===== src/rtl/mem_pkg.sv =====
// Shared types and helpers for the memory port arbiter and its lane aligner.
package mem_pkg;

  localparam logic [1:0] SZ_BYTE = 2'b00;
  localparam logic [1:0] SZ_HALF = 2'b01;
  localparam logic [1:0] SZ_WORD = 2'b10;

  typedef enum logic [1:0] {
    IDLE   = 2'd0,
    BUSY_I = 2'd1,
    BUSY_D = 2'd2,
    RESP   = 2'd3
  } arb_state_t;

  // Reserved size counts as misaligned so the access is rejected without touching memory.
  function automatic logic size_misaligned(input logic [1:0] size, input logic [1:0] addr_lo);
    logic bad;
    case (size)
      SZ_BYTE: bad = 1'b0;
      SZ_HALF: bad = addr_lo[0];
      SZ_WORD: bad = (addr_lo != 2'b00);
      default: bad = 1'b1;
    endcase
    return bad;
  endfunction

endpackage


===== src/rtl/mem_lane_align.sv =====
// Combinational byte-lane logic: byte enables, store data replication, load extraction/extension.
module mem_lane_align
  import mem_pkg::*;
(
  input  logic [1:0]  size,
  input  logic [1:0]  addr_lo,
  input  logic        we,
  input  logic        sgn,
  input  logic [31:0] wdata,
  input  logic [31:0] rdata,
  output logic [3:0]  be,
  output logic [31:0] wdata_rep,
  output logic [31:0] rdata_ext
);

  logic [31:0] shifted;

  always_comb begin
    be = 4'b1111;
    if (we) begin
      case (size)
        SZ_BYTE: be = 4'b0001 << addr_lo;
        SZ_HALF: be = addr_lo[1] ? 4'b1100 : 4'b0011;
        default: be = 4'b1111;
      endcase
    end
  end

  always_comb begin
    case (size)
      SZ_BYTE: wdata_rep = {4{wdata[7:0]}};
      SZ_HALF: wdata_rep = {2{wdata[15:0]}};
      default: wdata_rep = wdata;
    endcase
  end

  // Move the addressed lane(s) down to bit 0 before extending.
  always_comb begin
    shifted = rdata >> {addr_lo, 3'b000};
    case (size)
      SZ_BYTE: rdata_ext = {{24{sgn & shifted[7]}}, shifted[7:0]};
      SZ_HALF: rdata_ext = {{16{sgn & shifted[15]}}, shifted[15:0]};
      default: rdata_ext = rdata;
    endcase
  end

endmodule


===== src/rtl/mem_port_arbiter.sv =====
// Arbitrates the single memory port between instruction fetch and load/store,
// with a starvation limit that forces a fetch grant after a run of data grants.
module mem_port_arbiter
  import mem_pkg::*;
#(
  parameter int ADDR_WIDTH   = 32,
  parameter int STARVE_LIMIT = 4
) (
  input  logic                  clk,
  input  logic                  rst,
  input  logic                  i_req,
  input  logic [ADDR_WIDTH-1:0] i_addr,
  output logic                  i_ack,
  output logic [31:0]           i_rdata,
  input  logic                  d_req,
  input  logic                  d_we,
  input  logic [ADDR_WIDTH-1:0] d_addr,
  input  logic [31:0]           d_wdata,
  input  logic [1:0]            d_size,
  input  logic                  d_signed,
  output logic                  d_ack,
  output logic [31:0]           d_rdata,
  output logic                  d_err,
  output logic                  mem_req,
  output logic                  mem_we,
  output logic [ADDR_WIDTH-1:0] mem_addr,
  output logic [3:0]            mem_be,
  output logic [31:0]           mem_wdata,
  input  logic [31:0]           mem_rdata,
  input  logic                  mem_ack,
  output logic                  busy
);

  localparam logic [3:0] LIMIT = 4'(STARVE_LIMIT);

  arb_state_t  state;
  logic [3:0]  starve_cnt;
  logic        grant_d;
  logic        grant_i;
  logic        d_bad;
  logic [3:0]  lane_be;
  logic [31:0] lane_wdata;
  logic [31:0] lane_rdata;

  // The data request stays stable until its ack, so the aligner can use it directly on both ends.
  mem_lane_align u_align (
    .size      (d_size),
    .addr_lo   (d_addr[1:0]),
    .we        (d_we),
    .sgn       (d_signed),
    .wdata     (d_wdata),
    .rdata     (mem_rdata),
    .be        (lane_be),
    .wdata_rep (lane_wdata),
    .rdata_ext (lane_rdata)
  );

  assign grant_d = d_req && (!i_req || (starve_cnt < LIMIT));
  assign grant_i = !grant_d && i_req;
  assign d_bad   = size_misaligned(d_size, d_addr[1:0]);
  assign busy    = (state != IDLE);

  always_ff @(posedge clk or negedge rst) begin
    if (!rst) begin
      state      <= IDLE;
      starve_cnt <= '0;
      i_ack      <= 1'b0;
      i_rdata    <= '0;
      d_ack      <= 1'b0;
      d_rdata    <= '0;
      d_err      <= 1'b0;
      mem_req    <= 1'b0;
      mem_we     <= 1'b0;
      mem_addr   <= '0;
      mem_be     <= '0;
      mem_wdata  <= '0;
    end else begin
      case (state)
        IDLE: begin
          if (grant_d) begin
            if (i_req && (starve_cnt < LIMIT)) starve_cnt <= starve_cnt + 4'd1;
            if (d_bad) begin
              state   <= RESP;
              d_ack   <= 1'b1;
              d_err   <= 1'b1;
              d_rdata <= '0;
            end else begin
              state     <= BUSY_D;
              mem_req   <= 1'b1;
              mem_we    <= d_we;
              mem_addr  <= {d_addr[ADDR_WIDTH-1:2], 2'b00};
              mem_be    <= lane_be;
              mem_wdata <= lane_wdata;
            end
          end else if (grant_i) begin
            starve_cnt <= '0;
            state      <= BUSY_I;
            mem_req    <= 1'b1;
            mem_we     <= 1'b0;
            mem_addr   <= {i_addr[ADDR_WIDTH-1:2], 2'b00};
            mem_be     <= 4'b1111;
            mem_wdata  <= '0;
          end
        end
        BUSY_I: begin
          if (mem_ack) begin
            state   <= RESP;
            mem_req <= 1'b0;
            i_ack   <= 1'b1;
            i_rdata <= mem_rdata;
          end
        end
        BUSY_D: begin
          if (mem_ack) begin
            state   <= RESP;
            mem_req <= 1'b0;
            d_ack   <= 1'b1;
            d_err   <= 1'b0;
            d_rdata <= mem_we ? 32'd0 : lane_rdata;
          end
        end
        RESP: begin
          state <= IDLE;
          i_ack <= 1'b0;
          d_ack <= 1'b0;
          d_err <= 1'b0;
        end
        default: state <= IDLE;
      endcase
    end
  end

endmodule


===== config.mk =====
export PLATFORM = sky130hd
export DESIGN_NAME = mem_port_arbiter
export DESIGN_NICKNAME = d
export VERILOG_FILES = /design/src/rtl/mem_pkg.sv /design/src/rtl/mem_lane_align.sv /design/src/rtl/mem_port_arbiter.sv
export SDC_FILE = /design/constraint.sdc
export NUM_CORES = 1
export LEC_CHECK = 0
export BUFFER_PORTS_ARGS = -buffer_cell sky130_fd_sc_hd__buf_4
export CAP_MARGIN = 20
export CORE_UTILIZATION = 53
export CTS_CLUSTER_DIAMETER = 80
export CTS_CLUSTER_SIZE = 30
export DETAILED_ROUTE_END_ITERATION = 6
export GPL_ROUTABILITY_DRIVEN = 1
export PLACE_DENSITY = 0.86
export RECOVER_POWER = 100
export SETUP_SLACK_MARGIN = 0.05
export SYNTH_ARGS = -nofsm -noshare
export SYNTH_HDL_FRONTEND = slang
export SYNTH_SLANG_ARGS = --single-unit

===== constraint.sdc =====
create_clock -name clk -period 5.6 [get_ports clk]
set_clock_uncertainty 0.1 [all_clocks]
set_input_delay 0.28 -clock clk [delete_from_list [all_inputs] [get_ports clk]]
set_output_delay 0.28 -clock clk [all_outputs]
set_load 0.02 [all_outputs]

[Word level (Yosys, flattened, before mapping)]
Cells that the tools add are included.
Storage, ports and cells
  word-level logic and storage cells: 98
  register bits after elaboration: 143
Cells by class
  add/subtract/negate cells: 1
  bitwise logic cells: 2
  equal/unequal tests: 14
  shift-type cells: 2
  muxes and demuxes: 42
  magnitude comparators: 1
  reduce and logical (&&, ||, !) cells: 24
Operator list (count)
  2-to-1 mux 32 bit: 10
  one-hot mux 32 bit (2 select lines): 3
  2-to-1 mux 4 bit: 8
  right shift 32 x 5 -> 16 bit: 1
  AND reduction 4 bit: 3
  nonzero test 2 bit: 6
  2-to-1 mux 1 bit: 11
  inequality test 2 bit (second input constant): 5
  one-hot mux 1 bit (3 select lines): 3
  one-hot mux 4 bit (2 select lines): 1
  == test 2 bit (second input constant): 3
  2-to-1 mux 2 bit: 3
  inequality test 3 bit (second input constant): 2
  one-hot mux 2 bit (3 select lines): 1
  AND reduction 2 bit: 3
  AND reduction 3 bit: 2
  adder 4 x 1 -> 4 bit (second input constant): 1
  == test 2 x 1 -> 1 bit (second input constant): 2
  logical NOT 2 bit: 2
  less-than comparator 4 x 3 -> 1 bit (second input constant): 1
  inequality test 2 x 1 -> 1 bit (second input constant): 2
  one-hot mux 1 bit (2 select lines): 2
  left shift 1 x 2 -> 4 bit (first input constant): 1
  logical AND 1 bit: 3
  5 further kinds: 7

[Logic depth before layout (Yosys ltp)]
  depth in word-level cells: 8
  mapped depth: 7

[By module]
A second synthesis with hierarchy kept.
Unflattened totals
  cell total of the unflattened synthesis: 689
  area, all modules: 7292.0 µm²
By module, submodules not included
  mem_port_arbiter: cells an instance 488, seq. area each 3528.4 µm², instances 1, area an instance 5989.5 µm²
  mem_lane_align: cells an instance 201, seq. area each 0.0 µm², instances 1, area an instance 1302.5 µm²

[Worst setup path before layout]
Ideal clock, no wire load.
  kind: reg2reg
  start point: register state[0]
  end point: register d_rdata[2]
  library setup time: 121 ps
  buffers on the path: 1
  stages on the path, launching flop included: 8
  data required time: 5379 ps
  arrival: 1692 ps
  setup slack: 3687 ps
  cell sequence: dfrtp_1 inv_1 ha_1 inv_1 o21ai_1 o21ai_4 buf_4 a22o_1
On the way
  longest elaborated chain between the ends: 3
  elaborated cells between the ends (all ways): 8
Ends and longest elaborated chain
  start, declared: RTL line mem_port_arbiter.sv:36  | arb_state_t state;
  start signal, assigned: RTL line mem_port_arbiter.sv:65  | state <= IDLE;
  start signal, assigned: RTL line mem_port_arbiter.sv:83  | state <= RESP;
  start signal, assigned: RTL line mem_port_arbiter.sv:88  | state <= BUSY_D;
  == test 2 bit or logical NOT 2 bit (tied branches): RTL line mem_port_arbiter.sv:78  | case (state)
  inequality test 2 bit (no source line) or nonzero test 2 bit (tied branches)
  AND reduction 4 bit (no source line)
  end signal, assigned: RTL line mem_port_arbiter.sv:119  | d_rdata <= mem_we ? 32'd0 : lane_rdata;
  end, declared: RTL line mem_port_arbiter.sv:22  | output logic [31:0] d_rdata,
Parallel ways exist; a longest one is shown, timed or not.
A chain may end at the register's enable or synchronous reset.

[Worst setup path after layout]
  start point: register starve_cnt[2]
  end point: register d_rdata[25]
On the way
  longest elaborated chain between the ends: 5
Ends and longest elaborated chain
  start, declared: RTL line mem_port_arbiter.sv:37  | logic [3:0] starve_cnt;
  start signal, assigned: RTL line mem_port_arbiter.sv:81  | if (i_req && (starve_cnt < LIMIT)) starve_cnt <= starve_cnt + 4'd1;
  less-than comparator 4 x 3 -> 1 bit: RTL line mem_port_arbiter.sv:58  | assign grant_d = d_req && (!i_req || (starve_cnt < LIMIT));
  logical OR 1 bit: RTL line mem_port_arbiter.sv:58
  logical AND 1 bit: RTL line mem_port_arbiter.sv:58
  inequality test 2 bit (no source line)
  AND reduction 4 bit (no source line)
No other way between the ends.

==> summary.md <==
| Metric | Value |
|---|---|
| Relative slew margins | -0.2916 |
| Startpoint Class | flip-flop |
| Die Y | 116.5 µm |
| Hold Path Class | input port to flip-flop |
| Root Buffer | clkbuf_16 |
| Critical Path RT | about 5.8 ns |
| Mapped Avg Cell Area | 10.90 µm² |
| DRC viols | 0 |
| Total GRT Usage | 0.3221 |
| Cell row count | 41 |
| DRT antenna net count | 0 |
| Drt total wl | 21240 µm |
| CTS Buffer Depth | 2 |
| Inst Count DP | 1029 |
| Register area share after synthesis | 0.5082 |
| Post-Synthesis Cells | 637 |
| Max-slew violations | 110 |
| 1st-iter DRT viols | 483 |
| Ys flop type | dfrtp_1 |
| Core Util, Final | 0.7228 |
| Chip width | 116.5 µm |
| VDD IR max | 0.2699 mV |
| Period minus WS final | 3.577 ns |
| Num ports | 275 |
| Wire per inst | 19.88 µm |
| Final Hold Viols | 0 |
| Worst-path fanout max | 69 |
| IO Port Bufs | between 200 and 300 |
| Critical path type | flip-flop to flip-flop |
| Full die area | 13560 µm² |
| First drt pass iteration count | 6 |
| Synth unique cells | 51 |
| # Post-CTS Setup Buffers | 0 |
| Starting Density | 0.5479 |
| Overflow after GRT | 0 |
| Fin nets | 1026 |
| Clock Latency Late Sink | 0.42 ns |
| Area Overhead vs Synth | 31.92% |
| Endpoint class of the critical path | flip-flop |
| Status | finished, violations left |
| Final setup violation count | 0 |
| Post-Syn Area | around 7000 µm² |
| Clock transition at path regs | around 0.06 ns |
| Max-cap violation count | 2 |
| Vias in the first global route | about 6300 |
| Cell Pwr Density | 543.3 nW/µm² |
| Cts bufs inserted | 17 |
| Setup TNS | 0 ns |
| RSZ-0062 raised after global routing | no |
| Avg Vias per Cell | 5.908 |
| Layout cells sized above 1 | 0.2333 |
| Static Leakage | 4.153 nW |
| Largest net degree at the start of global routing | 90 |
| Synth warn | 0 |
| ANT cells | 0 |
| Post-CTS Resized | 0 |
| Final Wtd Congestion | 0.8863 |
| Worst slew pin tran | 1.937 ns |
| Final Non-Filler Cells | between 1000 and 1500 |
| Initial antenna violation count | 0 |
| H-Tree Depth | 4 |
| Worst Path Arrival | 3.78 ns |
| Post-CTS Hold Fix Bufs | 7 |
| First-pass GRT wire length | 32820 µm |
| Post-synth ARST share | 1.000 |
| Flops & latches, synth | 141 |
| EDFF count, synth | 0 |
| Num Clock Sinks | between 100 and 150 |
| Vias | 6310 |
| Core Box Area | 12670 µm² |
| Max Freq | roughly 280 MHz |
| Tcrit/Tclk final | 0.6388 |
| CTS tree | built |
| Post-detail-place hpwl | roughly 15000 µm |
| Violated checks | max-capacitance violations, max-slew violations |
kinds of logic after synthesis:
| kind of cell | synth area share |
|---|---|
| buf+inv | 0.04776 |
| simple gates | 0.05929 |
| other cells | 0.0005401 |
| flops | 0.5082 |
| fa+ha+maj | 0.01081 |
| mux | 0.1364 |
| compound gates | 0.2370 |
report_power, final:
part / switching [mW] / internal [mW] / total, mW
logic: 1.37 / 0.676 / 2.05
registers: 0.253 / 1.48 / 1.73
clock network: 0.433 / 0.766 / 1.20
per-stage QoR:
step,hold slack [ns],setup slack [ns],power [mW],instance area (µm²)
after global placement,0.2976,2.890,4.057,8969
final,0.01335,2.023,4.976,9159
after CTS,0.0001054,3.173,5.368,9684
after global routing,0.01445,1.793,5.235,9159
after detailed placement,0.3109,2.899,4.158,8989
after floorplan,-0.1156,3.687,3.084,6947
critical path, stage by stage, from the launching register on:
cell     delay, ns
dfrtp_1       0.39
o21ai_0       0.50
o211a_1       1.54
o21ai_4       0.53
a32o_1        0.39
metal layers:
layer | vias to the layer above | wire length [µm] | share of wire | track usage
li1 | 2834 | - | - | -
met1 | 3085 | 8074 | 0.38 | 0.3721
met2 | 329 | 10590 | 0.50 | 0.5416
met3 | 62 | 1653 | 0.078 | 0.08407
met4 | 0 | 921 | 0.043 | 0.1880
met5 | - | 0 | 0 | 0
cell type report:
class                           count  area [µm²]
Tap cell                          172       215.2
Sequential cell                   141        3528
Inverter                           13       48.80
Clock inverter                     11       165.2
Timing Repair Buffer              283        1644
Clock buffer                       21       460.4
Fill cell                        1023        3512
Multi-Input combinational cell    427        3097
state kept, by name (all words and copies together) (netlist names):
signal / flops
d_ack: 1
d_err: 1
d_rdata: 32
i_ack: 1
i_rdata: 32
mem_addr: 30
mem_be: 4
mem_req: 1
mem_wdata: 32
mem_we: 1
starve_cnt: 4
state: 2
synth_stat cells (all sizes together), types with 3 or more instances:
| master | instances | area, µm² |
|---|---|---|
| clkbuf | 32 | 120.1 |
| o21ai | 123 | 630.6 |
| buf | 25 | 162.7 |
| a22o | 16 | 140.1 |
| mux2 | 26 | 292.8 |
| nor2b | 3 | 18.77 |
| dfrtp | 141 | 3528 |
| o2bb2ai | 7 | 61.31 |
| a2bb2oi | 4 | 35.03 |
| inv | 12 | 45.04 |
| ha | 6 | 75.07 |
| a32o | 24 | 240.2 |
| o221ai | 8 | 87.59 |
| a21o | 9 | 67.56 |
| o31ai | 24 | 180.2 |
| nor2 | 16 | 62.56 |
| mux2i | 65 | 654.4 |
| nand2b | 19 | 118.9 |
| a21oi | 13 | 65.06 |
| nand2 | 38 | 145.1 |
layout by cell type, fill, tap and decap left out, types with 2 or more instances in the layout:
master,netlist,layout
nor2_1,15,15
dlygate4sd3_1,0,7
o21a_1,2,2
a21oi_1,13,13
clkinvlp_4,0,4
nand3b_1,2,2
nor4_1,2,2
bufinv_16,0,4
nor2b_1,3,3
buf_4,5,137
nand2_1,37,37
a32o_1,24,24
dfrtp_1,141,141
clkbuf_16,0,17
clkinv_2,0,3
nand3_1,2,2
mux2_2,26,26
o21ai_4,1,2
inv_1,11,11
o31ai_1,24,24
o2bb2ai_1,7,7
clkbuf_8,0,2
a21o_1,9,9
o21bai_1,2,2
o221ai_1,7,7
ha_1,6,6
clkbuf_1,32,139
o21ai_0,94,118
conb_1,1,2
a22o_1,16,16
o21ai_1,27,3
nand2b_1,19,18
a2bb2oi_1,4,4
mux2i_1,64,64
final timing paths:
kind,start,cells after the start,endpoint,slack (ns)
max,starve_cnt[2],4,d_rdata[25],2.02
min,mem_rdata[5],2,i_rdata[5],0.01
max reg2reg,starve_cnt[2],4,d_rdata[25],2.02
min reg2reg,d_rdata[14],1,d_rdata[14],0.39
max in group asynchronous,rst,3,i_rdata[28],3.78
min in group asynchronous,rst,2,d_rdata[21],0.39
Note: power is estimated with default switching activity, not from simulation.
